===== config.mk =====
export PLATFORM = sky130hd
export DESIGN_NAME = pc_sequencer_flat
export DESIGN_NICKNAME = d
export VERILOG_FILES = /design/src/rtl/pc_sequencer_if.sv /design/src/rtl/pc_sequencer.sv /design/src/flat_wrapper.sv
export SDC_FILE = /design/constraint.sdc
export NUM_CORES = 1
export LEC_CHECK = 0
export ABC_AREA = 1
export CORE_AREA = 2 2 141 143
export DETAILED_ROUTE_END_ITERATION = 7
export DIE_AREA = 0 0 143 145
export HOLD_SLACK_MARGIN = 0.15
export PLACE_DENSITY = 0.51
export SYNTH_ARGS = -nofsm -noshare
export SYNTH_HDL_FRONTEND = slang
export SYNTH_SLANG_ARGS = --single-unit

===== constraint.sdc =====
create_clock -name CLK -period 3.7 [get_ports CLK]
set_input_delay 0.74 -clock CLK [delete_from_list [all_inputs] [get_ports CLK]]
set_output_delay 0.74 -clock CLK [all_outputs]
set_load 0.03 [all_outputs]

===== src/rtl/pc_sequencer_if.sv =====
// rtl/pc_sequencer_if.sv - command handshake bundle between fetch stage and pc_sequencer
interface pc_sequencer_if #(
  parameter int WIDTH = 16
);
  logic             CMD_VALID;
  logic             CMD_READY;
  logic [2:0]       CMD;
  logic [WIDTH-1:0] TARGET;

  modport master (
    output CMD_VALID,
    output CMD,
    output TARGET,
    input  CMD_READY
  );

  modport slave (
    input  CMD_VALID,
    input  CMD,
    input  TARGET,
    output CMD_READY
  );
endinterface


===== src/rtl/pc_sequencer.sv =====
// rtl/pc_sequencer.sv - program counter sequencer over a chain of 74161 nibble counters
// Optional HALT/RESUME support is built when PC_SEQ_HALT_EN is defined.

module chip74161 (
  input  logic       CLK,
  input  logic       N_CLR,
  input  logic       N_LOAD,
  input  logic       ENP,
  input  logic       ENT,
  input  logic [3:0] D,
  output logic [3:0] Q,
  output logic       RCO
);
  always_ff @(posedge CLK or negedge N_CLR) begin
    if (!N_CLR)
      Q <= 4'd0;
    else if (!N_LOAD)
      Q <= D;
    else if (ENP && ENT)
      Q <= Q + 4'd1;
  end

  assign RCO = ENT & (&Q);
endmodule

module pc_sequencer #(
  parameter int WIDTH = 16,
  parameter int DEPTH = 4
) (
  input  logic                   CLK,
  input  logic                   N_CLR,
  pc_sequencer_if.slave          cmd_if,
  input  logic                   RESUME,
  output logic [WIDTH-1:0]       PC,
  output logic [$clog2(DEPTH):0] SP,
  output logic                   ERR,
  output logic                   HALTED
);
  localparam int NIB = WIDTH / 4;
  localparam int AW  = $clog2(DEPTH);
  localparam int SPW = AW + 1;

  localparam logic [2:0] CMD_INC  = 3'd1;
  localparam logic [2:0] CMD_JMP  = 3'd2;
  localparam logic [2:0] CMD_CALL = 3'd3;
  localparam logic [2:0] CMD_RET  = 3'd4;
  localparam logic [2:0] CMD_SKIP = 3'd5;
`ifdef PC_SEQ_HALT_EN
  localparam logic [2:0] CMD_HALT = 3'd6;
`endif

  typedef enum logic [1:0] {
    ST_IDLE  = 2'd0,
    ST_SKIP2 = 2'd1
`ifdef PC_SEQ_HALT_EN
    , ST_HALTED = 2'd2
`endif
  } state_t;

  state_t           state_q, state_d;
  logic [SPW-1:0]   sp_q, sp_d;
  logic             err_q, err_d;
  logic [WIDTH-1:0] stack [DEPTH];

  logic             accept;
  logic             do_load;
  logic             do_count;
  logic             push;
  logic [WIDTH-1:0] load_val;
  logic [WIDTH-1:0] pc_inc;
  logic [SPW-1:0]   sp_m1;
  logic [AW-1:0]    top_idx;
  logic             n_load;
  logic             enp;
  logic [NIB-1:0]   rco;
  logic [NIB-1:0]   ent;
  logic             unused_rco;

  // Ready is forced low while reset is held so nothing is accepted during clear.
  assign cmd_if.CMD_READY = N_CLR && (state_q == ST_IDLE);
  assign accept           = cmd_if.CMD_VALID && cmd_if.CMD_READY;
  assign pc_inc           = PC + WIDTH'(1);
  assign sp_m1            = sp_q - SPW'(1);
  assign top_idx          = sp_m1[AW-1:0];

  always_comb begin
    state_d  = state_q;
    sp_d     = sp_q;
    err_d    = err_q;
    do_load  = 1'b0;
    do_count = 1'b0;
    push     = 1'b0;
    load_val = cmd_if.TARGET;
    case (state_q)
      ST_IDLE: begin
        if (accept) begin
          case (cmd_if.CMD)
            CMD_INC: do_count = 1'b1;
            CMD_JMP: do_load = 1'b1;
            CMD_CALL: begin
              if (sp_q == SPW'(DEPTH)) begin
                err_d = 1'b1;
              end else begin
                do_load = 1'b1;
                push    = 1'b1;
                sp_d    = sp_q + SPW'(1);
              end
            end
            CMD_RET: begin
              if (sp_q == '0) begin
                err_d = 1'b1;
              end else begin
                do_load  = 1'b1;
                load_val = stack[top_idx];
                sp_d     = sp_m1;
              end
            end
            CMD_SKIP: begin
              do_count = 1'b1;
              state_d  = ST_SKIP2;
            end
`ifdef PC_SEQ_HALT_EN
            CMD_HALT: state_d = ST_HALTED;
`endif
            default: ;
          endcase
        end
      end
      ST_SKIP2: begin
        do_count = 1'b1;
        state_d  = ST_IDLE;
      end
`ifdef PC_SEQ_HALT_EN
      ST_HALTED: begin
        if (RESUME)
          state_d = ST_IDLE;
      end
`endif
      default: state_d = ST_IDLE;
    endcase
  end

  always_ff @(posedge CLK or negedge N_CLR) begin
    if (!N_CLR) begin
      state_q <= ST_IDLE;
      sp_q    <= '0;
      err_q   <= 1'b0;
    end else begin
      state_q <= state_d;
      sp_q    <= sp_d;
      err_q   <= err_d;
    end
  end

  // Return stack is not cleared by reset; SP alone defines what is valid.
  always_ff @(posedge CLK) begin
    if (push)
      stack[sp_q[AW-1:0]] <= pc_inc;
  end

  assign n_load = !do_load;
  assign enp    = do_count && !do_load;
  assign ent    = {rco[NIB-2:0], enp};

  for (genvar n = 0; n < NIB; n++) begin : g_nib
    chip74161 u_nib (
      .CLK    (CLK),
      .N_CLR  (N_CLR),
      .N_LOAD (n_load),
      .ENP    (enp),
      .ENT    (ent[n]),
      .D      (load_val[4*n +: 4]),
      .Q      (PC[4*n +: 4]),
      .RCO    (rco[n])
    );
  end

  assign unused_rco = rco[NIB-1];
  assign SP         = sp_q;
  assign ERR        = err_q;

`ifdef PC_SEQ_HALT_EN
  assign HALTED = (state_q == ST_HALTED);
`else
  logic unused_resume;
  assign unused_resume = RESUME;
  assign HALTED        = 1'b0;
`endif
endmodule

===== src/flat_wrapper.sv =====
// flat-port wrapper written by rule: the top's interface ports become plain ports
module pc_sequencer_flat 
#(
  parameter int WIDTH = 16,
  parameter int DEPTH = 4
)
  (CLK, N_CLR, RESUME, PC, SP, ERR, HALTED, cmd_if_CMD_VALID, cmd_if_CMD, cmd_if_TARGET, cmd_if_CMD_READY);
  pc_sequencer_if #(.WIDTH(WIDTH)) cmd_if_i ();
  input  logic CLK;
  input  logic N_CLR;
  input  logic RESUME;
  output logic [WIDTH-1:0] PC;
  output logic [$clog2(DEPTH):0] SP;
  output logic ERR;
  output logic HALTED;
  input wire logic [$bits(cmd_if_i.CMD_VALID)-1:0] cmd_if_CMD_VALID;
  input wire logic [$bits(cmd_if_i.CMD)-1:0] cmd_if_CMD;
  input wire logic [$bits(cmd_if_i.TARGET)-1:0] cmd_if_TARGET;
  output wire logic [$bits(cmd_if_i.CMD_READY)-1:0] cmd_if_CMD_READY;
  assign cmd_if_i.CMD_VALID = cmd_if_CMD_VALID;
  assign cmd_if_i.CMD = cmd_if_CMD;
  assign cmd_if_i.TARGET = cmd_if_TARGET;
  assign cmd_if_CMD_READY = cmd_if_i.CMD_READY;
  pc_sequencer #(.WIDTH(WIDTH), .DEPTH(DEPTH)) u_core (.CLK(CLK), .N_CLR(N_CLR), .cmd_if(cmd_if_i), .RESUME(RESUME), .PC(PC), .SP(SP), .ERR(ERR), .HALTED(HALTED));
endmodule

---- Word level (Yosys, flattened, before mapping) ----
Memories as Yosys holds them, arrays and structs flattened.
Cells that the tools add are included.
storage, ports and cells
  register bits ........................... 22
  bits in latches ......................... 0
  RAM bits ................................ 64
  ROM bits ................................ 0
  bits of input ports ..................... 23
  output and inout bits ................... 22
  logic and storage cells ................. 86
  memories ................................ 1
operators by class
  add/subtract/negate cells ............... 7
  multiply operators ...................... 0
  div/mod/pow operators ................... 0
  order comparisons ....................... 0
  equality and inequality tests ........... 13
  shift operators ......................... 0
  multiplexer cells ....................... 34
  bitwise operators ....................... 3
  reductions and logical operators ........ 21
memory list
  name          depth  width  read ports  clocked after memory_dff  wr ports  line                text
  u_core.stack  4      16     1           0                         1         pc_sequencer.sv:63  logic [WIDTH-1:0] stack [DEPTH];
operators with widths
  operator                 count
  $mux W16                 4
  $mux W4                  8
  $add A16 B1 Y16 const B  1
  $add A4 B1 Y4 const B    4
  $mux W1                  13
  $reduce_and A4 Y1        3
  $reduce_and A5 Y1        2
  $reduce_bool A2 Y1       5
  $eq A3 B3 Y1 const B     3
  $eq A3 B2 Y1 const B     2
  $logic_and A1 B1 Y1      6
  $mux W2                  3
  $mux W3                  2
  $ne A2 B1 Y1 const B     3
  $ne A2 B2 Y1 const B     3
  $pmux W3 S2              1
  $pmux W1 S2              2
  $add A3 B1 Y3 const B    1
  $and A1 B1 Y1            3
  $eq A3 B1 Y1 const B     1
  $logic_not A3 Y1         1
  $pmux W1 S3              1
  $sub A3 B1 Y3 const B    1
  $eq A2 B1 Y1 const B     1
  4 further kinds          4

---- Longest topological paths before layout ----
Gate-level depths: netlist of the first run.
  depth in word-level cells ............... 13
  depth in mapped cells ................... 14
  gate-level depth less buffers ........... 12

---- Modules after synthesis ----
Synthesis of the first run repeated with hierarchy kept, for this count alone.
unflattened totals
  cell total of the unflattened synthesis .. 520
  area, all modules ....................... 4504.3 µm²
by module, submodules not included
  module        times used  cells each  area an instance (µm²)  sequential area each (µm²)
  pc_sequencer  1           364         3443.3                  2047.0
  chip74161     4           39          265.3                   100.1

---- Worst setup path before layout of the first run ----
OpenSTA, ideal clock, no wires.
  path type ............................... reg2reg
  start ................................... reg u_core.sp_q[0] (netlist: u_core.SP[0])
  end ..................................... mem u_core.stack[1][0] (enable)
  library setup time ...................... 389 ps
  data arrival time ....................... 2188 ps
  data required time ...................... 3311 ps
  setup slack ............................. 1123 ps
  stages on the path, launching flop included .. 8
  path buffers ............................ 2
  period minus slack after synthesis ...... 2577 ps
  path through ............................ dfrtp_1 > buf_2 > inv_1 > buf_2 > ha_1 > nand2_1 > nand3_1 > nor2_1
between the ends
  cells in the longest elaborated chain, start to end .. 7
RTL lines
  what                           line                 text
  start, declared                pc_sequencer.sv:61   logic [SPW-1:0] sp_q, sp_d;
  start signal, assigned         pc_sequencer.sv:150  sp_q <= sp_d;
  $eq A3 B3 Y1                   pc_sequencer.sv:101  if (sp_q == SPW'(DEPTH)) begin
  $mux W1                        pc_sequencer.sv:101
  $mux W1                        pc_sequencer.sv:97   case (cmd_if.CMD)
  $mux W1                        pc_sequencer.sv:96   if (accept) begin
  $mux W1                        pc_sequencer.sv:94   case (state_q)
  $mux W1                        pc_sequencer.sv:157  if (push)
  $mux W1 (not written as such)  pc_sequencer.sv:158  stack[sp_q[AW-1:0]] <= pc_inc;
  end, declared                  pc_sequencer.sv:63
Several ways; a longest one is shown, not always the timed one.

---- Worst setup path in the final report of the first run ----
  start ................................... reg u_core.sp_q[0] (netlist: u_core.SP[0])
  end ..................................... out SP[0]
RTL lines
  what           line                text
  end, declared  flat_wrapper.sv:13  output logic [$clog2(DEPTH):0] SP;
No word-level cell between the ends.

==> results of run 1 <==
-- where the power goes --
group	internal, uW	switching [uW]
sequential	1240	160
combinational	542	984
clock	527	382
-- cell usage after synthesis (2+ instances only) --
master | count | area [sq um]
a21oi_1 | 3 | 15.0
buf_2 | 8 | 40.0
buf_4 | 3 | 22.5
buf_6 | 3 | 33.8
clkbuf_1 | 2 | 7.51
dfrtp_1 | 21 | 526
edfxtp_1 | 64 | 1920
ha_1 | 9 | 113
inv_1 | 41 | 154
inv_2 | 6 | 22.5
nand2_1 | 180 | 676
nand2_2 | 5 | 31.3
nand3_1 | 59 | 295
nand3_2 | 3 | 30.0
nor2_1 | 25 | 93.8
nor2_2 | 2 | 12.5
nor2_4 | 2 | 22.5
o21ai_0 | 11 | 55.1
o22ai_1 | 2 | 12.5
xnor2_1 | 7 | 61.3
xor2_1 | 13 | 114
-- routing by layer --
metal	vias up	share of wire (%)
li1	1642	-
met1	1498	49
met2	73	46
met3	9	3.7
met4	0	1.5
met5	-	0
-- flip-flops by register name, indices dropped and copies added (netlist names) --
signal,flops
u_core.stack,64
u_core.g_nib.u_nib.Q,16
u_core.SP,3
u_core.ERR,1
u_core.state_q,1
-- worst paths after layout --
check,startpoint,end,slack [ns]
worst max-delay path,u_core.SP[0],SP[0],1.15
worst min-delay path,u_core.ERR,u_core.ERR,0.51
worst max register to register,u_core.SP[0],u_core.g_nib[3].u_nib.Q[3],1.39
worst min register to register,u_core.ERR,u_core.ERR,0.51
max in group asynchronous,N_CLR,u_core.g_nib[2].u_nib.Q[3],2.52
min in group asynchronous,N_CLR,u_core.SP[1],0.92
-- worst reg2reg max path, stage by stage (launching register included) --
cell and delay [ns]:
dfrtp_1 0.38, inv_1 0.05, buf_4 0.35, ha_1 0.25, clkinv_1 0.49, nand3_1 0.26, nand2_1 0.07, nand2_1 0.06
nand2_1 0.06, nand2_1 0.07, nand2_1 0.05, nand2_1 0.06, nand2_1 0.05
-- cell type report --
cell class	instances	area, sq um
clock inverters	7	73.8
inverters	49	186
repair buffers	50	478
multi-input cells	331	1620
well taps	265	332
flip-flops and latches	85	2450
clock buffers	9	225
fillers	2047	13800
-- stage by stage --
stage | setup WS [ns] | area, sq um | utilization, % | cells
6_report | 1.15 | 5360 | 27.9 | 796
5_1_grt | 1.05 | 5360 | 27.9 | 796
4_1_cts | 1.11 | 5360 | 27.9 | 796
3_5_place_dp | 1.06 | 5060 | 26.4 | 780
3_3_place_gp | 1.06 | 5060 | 26.4 | 780
2_1_floorplan | 1.12 | 4360 | - | 481
-- cells by family after synthesis --
group / count (synthesis) / share of synthesized area [%]
other cells: 1 / 0.0861
xor+xnor: 20 / 4.02
fa+ha+maj: 9 / 2.58
compound gates: 19 / 2.64
flops: 85 / 56.2
buf+inv: 65 / 6.66
simple gates: 282 / 27.8
==> impl_metrics.ini, run 1 <==
[clock_tree]
clock_latency_ns = 0.34
tritoncts = built
clock_sinks = 85
cts-root-buf = clkbuf_16
cts_resized = 0
clockBufferDepth = 2
numCtsBuffers = 9
htree_levels = 3
clkTransAtPathRegs_ns = 0.06
cts_setup_buffers = 0
hold_buffers = 0

[timing]
final_max_slew_viol_count = 0
finalCriticalPeriod_ns = 2.55
max_freq_mhz = 392
finalSetupTns_ns = 0
hold_viol_final = 0
setup_viol = 0
fin_hold_ws_ns = 0.509
period_share_pct = 68.9
finalClockSkew_ns = 0.00539
maxSlewHeadroom_pct = 59.8
rsz0062_at_grt = false
tightest_slew_ns = 0.599

[worst_setup_path]
cp_slowest_cell = clkdlybuf4s50_1
r2r_cells = 12
crit_path_max_fanout = 36
critical_path_class = register to output port
crit_buf_inv = 2
crit_family = buffers and inverters
crit_path_max_incr_delay_ns = 0.77
worstPathArrival_ns = 1.81
cp.depth = 2
end_kind = output port
worstPathRequired_ns = 2.96
worstPathCellList = buf_4, clkdlybuf4s50_1
start_kind = register

[synthesis]
synth_seq_area_share_pct = 56.2
yosysUniqueCellTypes = 33
ys_ff_latch = 85
async_flop_share_pct = 24.7
syn_area_sq_um = 4360
syn_avg_cell_area_sq_um = 9.06
synth_top_flop_cell = edfxtp_1
netlist_instances = 481
synth_edf_count = 64
synth_fp_nets = 513
synth_warnings = 0

[global_routing]
track_usage_pct = 10.8
grt_pass1_wl_um = 17100
antenna_found_initial = 0
grt_pass1_vias = 3188
grt_max_degree = 37
grt_overflow = 0
use_met2_pct = 16.5
grt_busiest_layer = met2
globalRouteMet3Util_pct = 1.62
use_met1_pct = 15.0

[die]
dieArea_sq_um = 20700
std_cell_rows = 51
ioPinCount = 45
die_h_um = 145
start_util_pct = 22.7
coreArea_sq_um = 19200
dieWidth_um = 143

[final_layout]
final_layout_size_suffix_gt1_share_pct = 9.23
layout_commonest_cell = nand2_1
final_cell_mix = nand2_1 (180), edfxtp_1 (64), nand3_1 (59)
antenna_cells = 0
fin_nets = 558
area_growth_pct = 23.1

[drt]
wl_um = 10900
drtIter0Drc = 202
postRouteAntennaNets = 0
wl_per_cell_um = 13.7
viasPerCell = 4.05
drt_pass1_iterations = 4
num_vias = 3222
drc = 0

[worst_hold_path]
min_path_cells = 1
min_path_type = register to register

[power_and_ir_drop]
vdd_drop_max_v = 0.000302
finalPower_uw = 3830
powerDensity_nw_per_um2 = 714
power.leakage_uw = 0.00226

[placed_design]
place_congestion = 0.764
dpl.hpwl_um = 7290
io_buffers = 42

[run]
maxCapViolations = 0

[status]
status = completed
(Power assumes the default switching activity.)
==> run 2, diff against run 1 <==
clock period = 2.4 ns   (was 3.7 ns; I/O delays follow)
==> run 2 against run 1 <==
Against the previous run:
- final cell count rose by 1.0%
- via count increased by 2.0%
- clock-buffer cell count grew 1
- clock skew increased by 0.0016 ns
- die area unchanged
- worst hold slack got worse by 0.029 ns
- wire length up 0.79%
- global-route usage rose by 0.22 points
- sequential power rose by 54%
- first-iteration DRC count is 13% higher
- sequential share of layout area fell by 0.83 points
==> impl_metrics.ini, run 2 (same netlist as run 1, synthesis figures left out) <==
[status]
status = completed

[final_layout]
antenna_cells = 0
fillCellCount = 1989
final_layout_size_suffix_gt1_share_pct = 10.4
largest_register_ffs = 64
layout_commonest_cell = nand2_1
fin_nets = 566
area_growth_pct = 25.3
final_cell_mix = nand2_1 (180), edfxtp_1 (64), nand3_1 (59)

[clock_tree]
cts-root-buf = clkbuf_16
tritoncts = built
numCtsBuffers = 9
hold_buffers = 0
cts_resized = 0
clkTransAtPathRegs_ns = 0.06
htree_levels = 3
clock_sinks = 85
cts_setup_buffers = 0
clockBufferDepth = 2
clock_latency_ns = 0.34

[power_and_ir_drop]
vdd_drop_max_v = 0.000325
powerDensity_nw_per_um2 = 1080
power.leakage_uw = 0.00229

[worst_setup_path]
crit_buf_inv = 1
worstPathArrival_ns = 1.56
crit_path_max_incr_delay_ns = 0.73
worstPathRequired_ns = 1.92
crit_family = buffers and inverters
worstPathCellList = clkdlybuf4s50_1
end_kind = output port
r2r_setup_slack_ns = 0.37
critical_path_class = register to output port
cp_slowest_cell = clkdlybuf4s50_1
start_kind = register
crit_path_max_fanout = 7

[timing]
finalSetupTns_ns = 0
max_freq_mhz = 489
finalCriticalPeriod_ns = 2.04
finalClockSkew_ns = 0.00700
fin_hold_ws_ns = 0.480
setup_viol = 0
rsz0062_at_grt = false
final_max_slew_viol_count = 0
period_share_pct = 85.1
hold_viol_final = 0

[global_routing]
antenna_found_initial = 0
grt_pass1_wl_um = 17400
grt_pass1_vias = 3289
use_met2_pct = 17.1
use_met1_pct = 15.0
grt_max_degree = 36
grt_overflow = 0
grt_busiest_layer = met2
track_usage_pct = 11.0
globalRouteMet3Util_pct = 1.95

[placed_design]
dpl.hpwl_um = 7440
io_buffers = 42
place_congestion = 0.780

[drt]
wl_um = 11000
drtIter0Drc = 228
postRouteAntennaNets = 0
num_vias = 3285
drc = 0
viasPerCell = 4.09
drt_pass1_iterations = 4
wl_per_cell_um = 13.6

[run]
maxCapViolations = 0

[die]
die_h_um = 145
dieArea_sq_um = 20700
ioPinCount = 45
start_util_pct = 22.7
std_cell_rows = 51
coreArea_sq_um = 19200
dieWidth_um = 143

[worst_hold_path]
min_path_type = register to register
## run 2: path summary, 6_finish.rpt
| kind | depth (start not counted) | from | to |
|---|---|---|---|
| min reg2reg | 1 | u_core.ERR | u_core.ERR |
| max | 1 | u_core.g_nib[1].u_nib.Q[3] | PC[7] |
| max reg2reg | 6 | u_core.g_nib[0].u_nib.Q[0] | u_core.stack[2][15] |
| min in group asynchronous | 2 | N_CLR | u_core.SP[2] |
| max in group asynchronous | 2 | N_CLR | u_core.g_nib[2].u_nib.Q[1] |
| min | 1 | u_core.ERR | u_core.ERR |
## run 2: routing by layer
layer  part of all wire [%]  wire length, um
met5                      0                0
met1                     47             5160
met3                    5.0              546
met4                    2.0              221
met2                     46             5040
## run 2: stage by stage
step           instances  power [uW]  setup slack [ns]  utilization, %  instance area (sq um)
2_1_floorplan        481        3770            -0.177               -                   4360
3_3_place_gp         788        4580             0.163            27.0                   5190
3_5_place_dp         788        4640             0.131            27.0                   5190
4_1_cts              804        5950             0.334            28.4                   5460
5_1_grt              804        6290             0.162            28.4                   5460
6_report             804        5880             0.357            28.4                   5460
## run 2: final cells by class
| type | instances | area [sq um] | share of cell area [%] |
|---|---|---|---|
| Multi-Input combinational cell | 331 | 1620 | 29.7 |
| Tap cell | 265 | 332 | 6.07 |
| Timing Repair Buffer | 58 | 601 | 11.0 |
| Clock inverter | 6 | 46.3 | 0.848 |
| Clock buffer | 10 | 229 | 4.19 |
| Sequential cell | 85 | 2450 | 44.8 |
| Inverter | 49 | 186 | 3.41 |
## run 2: where the power goes
part	total [uW]	leakage (uW)	internal [uW]	switching [uW]
clock network	1300	0.000129	709	591
registers	2150	0.000840	1910	246
logic	2430	0.00132	889	1540
total	5880	0.00229	3500	2380
## run 2: worst register-to-register path: cells and delay by family (launching register included)
kind	cells	cell delay [ns]
simple gates	5	0.86
xor+xnor	1	0.42
flops	1	0.48
==> patch: new RTL, settings of run 2 <==
Build with the macro `PC_SEQ_HALT_EN` defined.
--- a/src/rtl/pc_sequencer.sv
+++ b/src/rtl/pc_sequencer.sv
@@ -2,2 +2,4 @@
 // Optional HALT/RESUME support is built when PC_SEQ_HALT_EN is defined.
+
+`define PC_SEQ_HALT_EN
 
Check against the original RTL: not equivalent (Yosys sat finds a counterexample within 4 cycles, from zero or initial values).
==> patch against run 2 <==
Count of clock-buffer cells in the layout rose by 1; sequential power rose by 3%; combinational power rose by 12%; design area rose by 6.3%; first-iteration DRC count fell by 27%; power rose by 9.7%; setup slack got worse by 0.23 ns; wire length rose by 3.1%; sequential cell count rose by 1; largest power group unchanged; die area did not move; synthesized cell count rose by 12%; area after synthesis rose by 5.9%; largest cell class unchanged; register-to-register slack improved by 0.03 ns.
==> patch: results (changes against run 2) <==
[outcome]
result_of_the_run = completed

[finish]
number_of_nets_at_the_end_of_the_flow = 625  ; +10%
layout.nonclk_buf_share_pct = 10.6  ; -0.35 points
inverters = 81  ; +65%
area.sequential_mm2 = 0.00247  ; +1.0%
multiInputCombCellCount = 357  ; +7.9%
proportion_of_cell_area_occupied_by_multi_input_gates_pct = 30.0  ; +0.30 points
layout.clock.cell_area_share_pct = 5.79  ; +0.75 points
layout.filler_cells = 2026  ; +1.9%
multiInputGateArea_mm2 = 0.00174  ; +7.4%
buffers_outside_the_clock_class = 58  ; unchanged
final_layout_size_suffix_gt1_share_pct = 10.2  ; -0.19 points
clkbuf_count = 11  ; +1

[routing]
routed_wl_um = 11300  ; +3.1%
initialDrtViolationCount = 167  ; -27%
detailedRoute.firstPassIterationCount = 4  ; unchanged
detailroute.via_count = 3434  ; +4.5%
wl_per_cell_um = 13.1  ; -4.0%

[global_route]
first_global_vias = 3219  ; -2.1%
groute.layer.met1.usage_pct = 16.0  ; +0.99 points
global_route_met2_usage_pct = 17.9  ; +0.77 points
first_pass_grt_wire_length_um = 18000  ; +3.1%
global_route.usage.total_pct = 11.3  ; +0.30 points
globalRouteMet3Util_pct = 1.72  ; -0.23 points

[die]
core_region_area_mm2 = 0.0192  ; unchanged

[setup_path]
rr_endpoint = u_core.g_nib[3].u_nib.Q[2]
timing.critical_path.arrival_ns = 1.80  ; +0.24 ns
r2r_start = u_core.SP[1]
reg2reg_setup_slack_ns = 0.40  ; +0.03 ns
critical_path_maximum_fanout = 35  ; +28
worst_r2r_path_depth = 12  ; +6

[logic_synthesis]
postSynthAreaPerCell_um2 = 8.57  ; -5.5%
async_set_or_reset_register_ratio_after_synthesis_pct = 25.6  ; +0.88 points
post_synth_num_cell_types = 32  ; -3.0%
seq_area_frac_synth_pct = 53.6  ; -2.6 points
syn_nets = 571  ; +11%
synth_area_leaders = sky130_fd_sc_hd__edfxtp_1, sky130_fd_sc_hd__nand2_1, sky130_fd_sc_hd__dfrtp_1
synth_top_cells_by_count = sky130_fd_sc_hd__nand2_1, sky130_fd_sc_hd__inv_1, sky130_fd_sc_hd__edfxtp_1

[pwr]
power.leakage_uw = 0.00260  ; +14%
power.ir.vdd_worst_mv = 0.531  ; +64%

[placement]
detailed_place.area_mm2 = 0.00547  ; +5.5%
gp_routability_congestion = 0.791  ; +1.4%
detailed_place_hpwl_um = 7760  ; +4.3%
portBuffers = 44  ; +4.8%

[min_path]
holdPathEnd = u_core.ERR

[clocking]
cts_num_sinks = 86  ; +1.2%
cts_htree_levels = 3  ; unchanged

[sta]
clock_skew_ns = 0.0118  ; +0.00478 ns
max_freq_mhz = 439  ; -10%

patch: cell count changes after synthesis, sizes merged, moves of 2 or more:
cell,delta
o21ai,-8
nand2,+39
clkinv,+2
nor3,+2
nor2,-6
nand4,+3
inv,+30
nand3,-2
patch: worst max-delay path, cell delays in order, from the launching register on:
cell and delay (ns):
sky130_fd_sc_hd__dfrtp_1 0.34, sky130_fd_sc_hd__buf_4 0.37, sky130_fd_sc_hd__clkdlybuf4s50_1 0.75
patch: cell families (layout without fill, tap and decap cells):
family,after synthesis,in the layout,share of synthesized area (%)
compound gates,12,12,1.65
xor+xnor,20,20,3.79
fa+ha+maj,9,9,2.44
buf+inv,96,155,8.97
flops,86,86,53.6
simple gates,316,316,29.6
patch: worst max path at each step:
stage                                             to          start  cells past startpoint  slack (ns)
after global routing                           SP[0]   u_core.SP[0]                      2        0.02
final                                          SP[0]   u_core.SP[0]                      2        0.12
after global placement    u_core.g_nib[3].u_nib.Q[3]  cmd_if_CMD[1]                     11        0.04
after CTS                                      SP[0]   u_core.SP[0]                      2        0.08
after detailed placement  u_core.g_nib[2].u_nib.Q[0]  cmd_if_CMD[1]                     11        0.09
after floorplan                   u_core.stack[1][0]   u_core.SP[0]                      7       -0.07
patch: through the flow:
step / hold WS, ns / setup WS (ns)
floorplan: 0.184 / -0.0726
global placement: 0.478 / 0.0443
detailed placement: 0.470 / 0.0852
CTS: 0.489 / 0.0801
global route: 0.517 / 0.0193
finish: 0.480 / 0.123
patch: power by group:
part           internal [uW]  switching, uW
combinational            995           1720
clock                    937            584
sequential              1940            274
total                   3870           2580
patch: metal layers:
metal  wire, um  share of wire, %  up-vias
met1       5600                50     1581
met3        299               2.6        8
met2       5300                47       44
met5          0                 0        -
met4        102              0.90        0
li1           -                 -     1801
